File: src/rtl/display_pkg.sv
// display_pkg: shared constants, value record and blanking rule for the digit scanner
package display_pkg;
    localparam int NUM_DIGITS = 4;
    localparam int DIGIT_W = 4;
    localparam logic BLANK_DP = 1'b1;
    localparam int VALUE_W = NUM_DIGITS * DIGIT_W;

    typedef struct packed {
        logic blank;
        logic [VALUE_W-1:0] value;
    } disp_t;

    // A digit is blanked when it and every more significant nibble are zero
    function automatic logic is_blank(disp_t d, logic [1:0] i);
        return d.blank && (i != 2'd0) && ((d.value >> (DIGIT_W * i)) == '0);
    endfunction
endpackage

File: src/rtl/display_scan_if.sv
// display_scan_if: value handshake from the producer and scan outputs to the segment decoder
interface display_scan_if;
    import display_pkg::*;
    logic [VALUE_W-1:0] value_in;
    logic blank_lz;
    logic value_valid;
    logic value_ready;
    logic [DIGIT_W-1:0] digit_code;
    logic digit_dp;
    logic [NUM_DIGITS-1:0] digit_en;

    modport master(output value_in, blank_lz, value_valid,
                   input value_ready, digit_code, digit_dp, digit_en);
    modport slave(input value_in, blank_lz, value_valid,
                  output value_ready, digit_code, digit_dp, digit_en);
endinterface

File: src/rtl/display_scan_tick_gen.sv
// tick_gen: free-running prescaler producing a one-cycle tick every PRESCALE clocks
module tick_gen #(
    parameter int PRESCALE = 50000
) (
    input  logic clk,
    input  logic rst,
    output logic tick
);
    localparam int W = $clog2(PRESCALE);
    logic [W-1:0] cnt;

    assign tick = cnt == W'(PRESCALE - 1);

    always_ff @(posedge clk or posedge rst)
        if (rst) cnt <= '0;
        else cnt <= tick ? '0 : cnt + 1'b1;
endmodule

File: src/rtl/display_scan.sv
// display_scan: multiplexes four hex digits with frame-aligned double-buffered value updates
module display_scan
    import display_pkg::*;
#(
    parameter int PRESCALE = 50000
) (
    input  logic clk,
    input  logic rst,
    display_scan_if.slave bus
);
    logic tick, frame, commit, xfer, blank_nxt;
    logic [1:0] idx, idx_nxt;
    disp_t active, pending, active_nxt;
    logic pending_full;
    logic [DIGIT_W-1:0] code_q;
    logic dp_q;
    logic [NUM_DIGITS-1:0] en_q;

    tick_gen #(.PRESCALE(PRESCALE)) u_tick (.clk(clk), .rst(rst), .tick(tick));

    assign bus.value_ready = !pending_full;
    assign bus.digit_code = code_q;
    assign bus.digit_dp = dp_q;
    assign bus.digit_en = en_q;

    // Outputs are computed for the index and active value that take effect on this edge
    always_comb begin
        frame = tick && (idx == 2'd3);
        commit = frame && pending_full;
        xfer = bus.value_valid && !pending_full;
        idx_nxt = tick ? idx + 2'd1 : idx;
        active_nxt = commit ? pending : active;
        blank_nxt = is_blank(active_nxt, idx_nxt);
    end

    always_ff @(posedge clk or posedge rst)
        if (rst) begin
            idx <= '0;
            active <= '0;
            pending <= '0;
            pending_full <= 1'b0;
            code_q <= '0;
            dp_q <= 1'b0;
            en_q <= NUM_DIGITS'(1);
        end else begin
            idx <= idx_nxt;
            active <= active_nxt;
            if (commit) pending_full <= 1'b0;
            else if (xfer) begin
                pending <= {bus.blank_lz, bus.value_in};
                pending_full <= 1'b1;
            end
            if (tick) begin
                en_q <= NUM_DIGITS'(1) << idx_nxt;
                code_q <= blank_nxt ? '0 : active_nxt.value[DIGIT_W*idx_nxt +: DIGIT_W];
                dp_q <= blank_nxt ? BLANK_DP : ~BLANK_DP;
            end
        end
endmodule

File: src/flat_wrapper.sv
// flat-port wrapper written by rule: the top's interface ports become plain ports
module display_scan_flat import display_pkg::*;
#(
    parameter int PRESCALE = 50000
)
  (clk, rst, bus_value_in, bus_blank_lz, bus_value_valid, bus_value_ready, bus_digit_code, bus_digit_dp, bus_digit_en);
  display_scan_if bus_i ();
  input  logic clk;
  input  logic rst;
  input wire logic [$bits(bus_i.value_in)-1:0] bus_value_in;
  input wire logic [$bits(bus_i.blank_lz)-1:0] bus_blank_lz;
  input wire logic [$bits(bus_i.value_valid)-1:0] bus_value_valid;
  output wire logic [$bits(bus_i.value_ready)-1:0] bus_value_ready;
  output wire logic [$bits(bus_i.digit_code)-1:0] bus_digit_code;
  output wire logic [$bits(bus_i.digit_dp)-1:0] bus_digit_dp;
  output wire logic [$bits(bus_i.digit_en)-1:0] bus_digit_en;
  assign bus_i.value_in = bus_value_in;
  assign bus_i.blank_lz = bus_blank_lz;
  assign bus_i.value_valid = bus_value_valid;
  assign bus_value_ready = bus_i.value_ready;
  assign bus_digit_code = bus_i.digit_code;
  assign bus_digit_dp = bus_i.digit_dp;
  assign bus_digit_en = bus_i.digit_en;
  display_scan #(.PRESCALE(PRESCALE)) u_core (.clk(clk), .rst(rst), .bus(bus_i));
endmodule
File: config.mk
export PLATFORM = sky130hd
export DESIGN_NAME = display_scan_flat
export DESIGN_NICKNAME = d
export VERILOG_FILES = /design/src/rtl/display_pkg.sv /design/src/rtl/display_scan_if.sv /design/src/rtl/display_scan_tick_gen.sv /design/src/rtl/display_scan.sv /design/src/flat_wrapper.sv
export SDC_FILE = /design/constraint.sdc
export NUM_CORES = 1
export LEC_CHECK = 0
export CAP_MARGIN = 20
export CORE_AREA = 3 3 78 80
export CTS_BUF_LIST = sky130_fd_sc_hd__clkbuf_16
export DETAILED_ROUTE_END_ITERATION = 10
export DIE_AREA = 0 0 81 83
export PLACE_DENSITY = 0.77
export RECOVER_POWER = 100
export SETUP_SLACK_MARGIN = 0.15
export SLEW_MARGIN = 20
export SYNTH_ARGS = -nofsm -noshare
export SYNTH_HDL_FRONTEND = slang
export SYNTH_SLANG_ARGS = --single-unit
File: constraint.sdc
create_clock -name clk -period 3.25 [get_ports clk]
set_clock_uncertainty 0.05 [all_clocks]
set_input_delay 0.8125 -clock clk [delete_from_list [all_inputs] [get_ports clk]]
set_output_delay 0.8125 -clock clk [all_outputs]
set_load 0.1 [all_outputs]
======== Yosys cells after proc, flatten, opt, wreduce, memory -nomap -nowiden ========
Index checks and enable logic that the tools add are counted.
storage, ports and cells
  register bits after elaboration ......... 62
  input port bits ......................... 20
  word-level logic and storage cells ...... 35
operators by class
  add/subtract/negate cells ............... 2
  equal/unequal tests ..................... 2
  shifts and indexed selects .............. 3
  multiplexer cells ....................... 7
  bitwise operators ....................... 1
  reductions and logical operators ........ 10
operators by type and width
  operator                                          count
  two-way mux 17 bit                                1
  adder 16 x 1 -> 16 bit (second input constant)    1
  == test 16 bit (second input constant)            1
  logical NOT 16 bit                                1
  two-way mux 16 bit                                1
  indexed part select 16 x 5 -> 4 bit               1
  >> shifter 16 x 4 -> 16 bit                       1
  logical AND 1 bit                                 5
  two-way mux 4 bit                                 1
  nonzero test 2 bit                                2
  left shift 1 x 2 -> 4 bit (first input constant)  1
  two-way mux 1 bit                                 3
  adder 2 x 1 -> 2 bit (second input constant)      1
  == test 2 bit (second input constant)             1
  two-way mux 2 bit                                 1
  AND reduction 2 bit                               1
  logical NOT 1 bit                                 1
  inverter 1 bit                                    1

======== Logic depth before layout (Yosys ltp) ========
  depth after elaboration ................. 8
  depth in mapped cells ................... 9
  mapped depth without buffers ............ 8

======== Modules after synthesis ========
A second synthesis with hierarchy kept.
second synthesis, totals
  cells, all modules ...................... 236
  area total of the unflattened synthesis .. 2,930.3 um^2
modules (own cells, without submodules)
  module        instances  cells each  area each (um^2)
  display_scan  1          168         2,173.3
  tick_gen      1          68          757.0

======== Worst setup path after synthesis ========
Ideal clock, no wire load.
  path type ............................... reg-to-reg
  from .................................... register u_core.u_tick.cnt[7]
  to ...................................... register u_core.dp_q (netlist: u_core.bus.digit_dp)
  setup time .............................. 120 ps
  arrival time ............................ 2,535 ps
  path slack .............................. 545 ps
  stages on the path, launching flop included .. 9
  cells stage by stage .................... dfrtp_1 or4b_4 nor4_2 buf_4 mux2i_1 nand3_1 o22ai_1 a2111oi_2 a31o_1
between the ends
  cells in the longest elaborated chain, start to end .. 8
  elaborated cells between the ends (all ways) .. 11
  those cells by class .................... eq/ne: 1; shift: 1; mux: 3; reduce/logical: 6
RTL lines
  item                         line                         text
  from (decl)                  display_scan_tick_gen.sv:10  logic [W-1:0] cnt;
  from (signal assigned)       display_scan_tick_gen.sv:16  else cnt <= tick ? '0 : cnt + 1'b1;
  == test 16 bit *             display_scan_tick_gen.sv:12  assign tick = cnt == W'(PRESCALE - 1);
  logical AND 1 bit            display_scan.sv:28           frame = tick && (idx == 2'd3);
  logical AND 1 bit            display_scan.sv:29           commit = frame && pending_full;
  two-way mux 17 bit           display_scan.sv:32           active_nxt = commit ? pending : active;
  >> shifter 16 x 4 -> 16 bit  display_pkg.sv:15            return d.blank && (i != 2'd0) && ((d.value >> (DIGIT_W * i)) == '0);
  logical NOT 16 bit           display_pkg.sv:15
  logical AND 1 bit            display_pkg.sv:15
  two-way mux 1 bit            display_scan.sv:56           dp_q <= blank_nxt ? BLANK_DP : ~BLANK_DP;
  to (signal assigned)         display_scan.sv:56
  to (decl)                    display_scan.sv:16           logic dp_q;
Every way passes the cells marked *; elsewhere a longest branch is shown, timed or not.
A chain may end at the register's enable or synchronous reset.

======== Worst setup path in the final report ========
Same ends and word-level chain as after synthesis.

==> impl_results.md <==
- Run status: finished, final reports clean
- Remaining design rule violation count: 0
- Total number of vias: 2208
- Clk pin slew, worst setup/hold paths: approximately 0.05 ns
- Fraction of layout cells with a size suffix above 1: roughly 14%
- Most common cell after layout, fill and taps aside: nand2_1
- Internal Dissipation: between 1 and 1.5 mW
- Row count: 27
- Routed wire length: slightly above 6 mm
- Hold Crit Start: u_core.u_tick.cnt[0]
- Combinational group share of total power: under 10%
- Final period utilization: between 90% and 100%
- Measured slew at the worst slew-check pin: around 1.2 ns
- Weighted congestion at the end of routability-driven global placement: ~0.93
- Lkg Pwr: roughly 1.8 nW
- Number of port buffers: 29
- WP data arrival: ~3.2 ns
- Maximum clock frequency: roughly 340 MHz
- Hold_buf cts: 0
- Worst Setup Slack, final: about 0.29 ns
- Clock network power share: 52.2%
- Pins Over Slew Limit: 0
- Capture instance of the worst register-to-register path: u_core.bus.digit_dp
- Reg-to-reg startpoint: u_core.u_tick.cnt[7]
- Number of buffers added by the clock tree synthesis step: 9
- H-tree depth: 3
- Number of antenna cells inserted: 0
- Buffer levels on the longest clock path: 2
- Final layout net count: about 350
- Flip-flop and latch area: ~0.0016 mm²
- Data required time of the worst path: ~3.5 ns
- Post-Syn Nets: ~310
- Area share of the largest cell type after synthesis: 50.2%
- Path class of the lowest-slack min-delay path: register to register
- Unrepaired setup endpoints after global routing: false
- Count of state elements after synthesis: 62
- Endpoints failing setup: 0
- Number of fill cells: 452
- CP Capture Type: register
- Global-route usage over all layers: 20.9%
- Switch Pwr: roughly 0.36 mW
- Number of violations reported at the end of detailed-routing iteration 0: around 90
- CP Max Fanout: 11
- Average detailed-routed wire length per instance: between 15 and 20 µm
- Kind of launch point of the worst setup path: register
- Top_reg_cell synth: dfrtp_1
- Final ANT Viol Nets: 0
- Total of warnings raised by yosys: 0
- Grt total ovfl: 0
- Die Width: about 81 µm
- Most frequent cells in the layout: nand2_1, dfrtp_1, mux2_2
- Count of flip-flops with a built-in enable after synthesis: 0
- Largest area contributor in the netlist: dfrtp_1
- Setup slack, reg-to-reg: 0.29 ns
- Buffer cell driving the clock tree root: clkbuf_16
- Switching share of power: about a fifth
- Number of global-route vias before repair: 2303
- Top Ports: 30
- Reg power frac: between 40% and 50%
- Antenna violations before repair: 0
- Total of cells resized after clock tree synthesis: 0
- Count of distinct cell types in the synthesized netlist: 43
- Proportion of register bits with asynchronous set or reset after synthesis: 100%
- Maximum number of pins on one net before global-route repair: 37
- Post-Route Hold Slack: 0.402 ns
- Crit path time final: about 3.0 ns
- Worst Path Class, Setup: register to register
- Starting Density: approximately 56%
- Maximum Capacitance Violations: 0
- Cells after Synth: between 200 and 300
- Cell count of the worst hold path: 1
- Pwr dens: ~500 mW/mm²
- CORE AREA: 0.00547 mm²
- # placed instances: just under 400
- Final standard cell count with taps included and fillers excluded: 407
- Post-synth design cell area: between 0.003 and 0.004 mm²
- Worst skew pair latency: roughly 0.32 ns
- Count of final hold-check violations: 0
- Global-route wire length before repair: ~11 mm
- DPL Wire Length: between 4 and 5 mm
- Number of sinks driven by the clock tree: 62
- Post-CTS setup buffer count: 0
- Post-synthesis area per instance: approximately 10 µm²
- Via-per-instance ratio: about 5.4
- Clock tree from TritonCTS: done
- Y dimension of the die: between 80 and 90 µm
- Pre-CTS setup slack: 0.416 ns
- First-pass DRT Iterations: 4
- Floorplan die area: about 0.0067 mm²
- Hold Path Sink: u_core.u_tick.cnt[0]
- Relative slew margins: 21.7%
- Number of cell instances on the worst register-to-register path: 8
- Area used by multi-input combinational logic: ~0.0014 mm²
- Setup TNS: 0 ns
- Area contributors post-synth: dfrtp_1, nand2_1, mux2_2
- Area delta synth->final: 20.5%
- Portion of the post-synthesis area used by sequential elements: between 50% and 60%
- Maximum vdd drop: 0.352 mV
==> cells by family after synthesis <==
group / Yosys count / share of synthesized area (%)
muxes: 39 / 15.2
xor gates and xnor gates: 14 / 4.03
AOI/OAI and AO/OA: 20 / 5.11
adders and majority gates: 2 / 0.823
buffers and inverters: 19 / 2.63
and+or+nand+nor: 136 / 21.1
DFF: 62 / 51.1
==> worst max-delay path: stages (launching register included) <==
cell and delay (ns):
dfrtp_1 0.39, or4b_1 0.60, nor4_2 0.23, buf_4 0.23
mux2_1 0.35, o221ai_1 0.28, nand4_1 0.18, a2111oi_2 0.41
a31o_1 0.18
==> worst max-delay path by stage <==
stage / start / to / slack [ns]
finish: u_core.u_tick.cnt[7] / u_core.bus.digit_dp / 0.29
global route: u_core.u_tick.cnt[10] / u_core.bus.digit_dp / 0.12
CTS: u_core.u_tick.cnt[7] / u_core.bus.digit_dp / 0.33
detailed placement: u_core.u_tick.cnt[7] / u_core.bus.digit_dp / 0.42
global placement: u_core.u_tick.cnt[7] / u_core.bus.digit_dp / 0.51
floorplan: u_core.u_tick.cnt[7] / u_core.bus.digit_dp / 0.55
==> power groups by stage <==
| stage | clock network [mW] | registers (mW) | logic [mW] |
|---|---|---|---|
| finish | 0.973 | 0.822 | 0.0683 |
| floorplan | 0 | 0.825 | 0.0395 |
| CTS | 0.996 | 0.822 | 0.0736 |
| global route | 1.03 | 0.824 | 0.0773 |
| global placement | 0 | 0.833 | 0.0719 |
| detailed placement | 0 | 0.834 | 0.0729 |
==> through the flow <==
step	util, %	area, µm²	power (mW)
after global placement	62.8	3440	0.905
after global routing	66.9	3660	1.93
final	66.9	3660	1.86
after CTS	68.5	3750	1.89
after detailed placement	62.8	3440	0.907
after floorplan	-	3040	0.864
==> synthesized netlist by cell type, drive strengths merged, types with 2 or more instances <==
cell / instances
mux4: 3
nor3: 3
dfrtp: 61
a211oi: 3
nor4: 4
mux2i: 11
nand3: 8
a21o: 2
and2: 5
nand4bb: 2
inv: 4
or3: 2
nor2: 15
xnor2: 5
and3: 9
a2111oi: 2
ha: 2
nand4: 2
nand3b: 2
nor2b: 4
o21ai: 5
xor2: 9
clkbuf: 10
nand2: 77
buf: 5
mux2: 25
==> area by class of cell <==
type | instances | area share [%]
repair buffers | 42 | 8.10
inverters | 4 | 0.410
well taps | 72 | 2.46
clock inverters | 7 | 2.26
multi-input cells | 211 | 38.2
clock buffers | 9 | 6.15
flip-flops and latches | 62 | 42.4
==> layer usage <==
metal / part of all wire [%] / vias to the layer above / GRT usage, %
li1: - / 1076 / -
met1: 45 / 1076 / 26.3
met2: 48 / 41 / 33.2
met3: 4.3 / 15 / 6.51
met4: 2.2 / 0 / 8.29
met5: 0 / - / 0
==> flip-flops by register name, indices dropped and copies added (netlist names) <==
signal and flops:
u_core.active 17, u_core.pending 17, u_core.u_tick.cnt 16, u_core.bus.digit_code 4, u_core.bus.digit_en 4, u_core.bus.digit_dp 1, u_core.idx 2, u_core.pending_full 1
(Power assumes the default switching activity.)
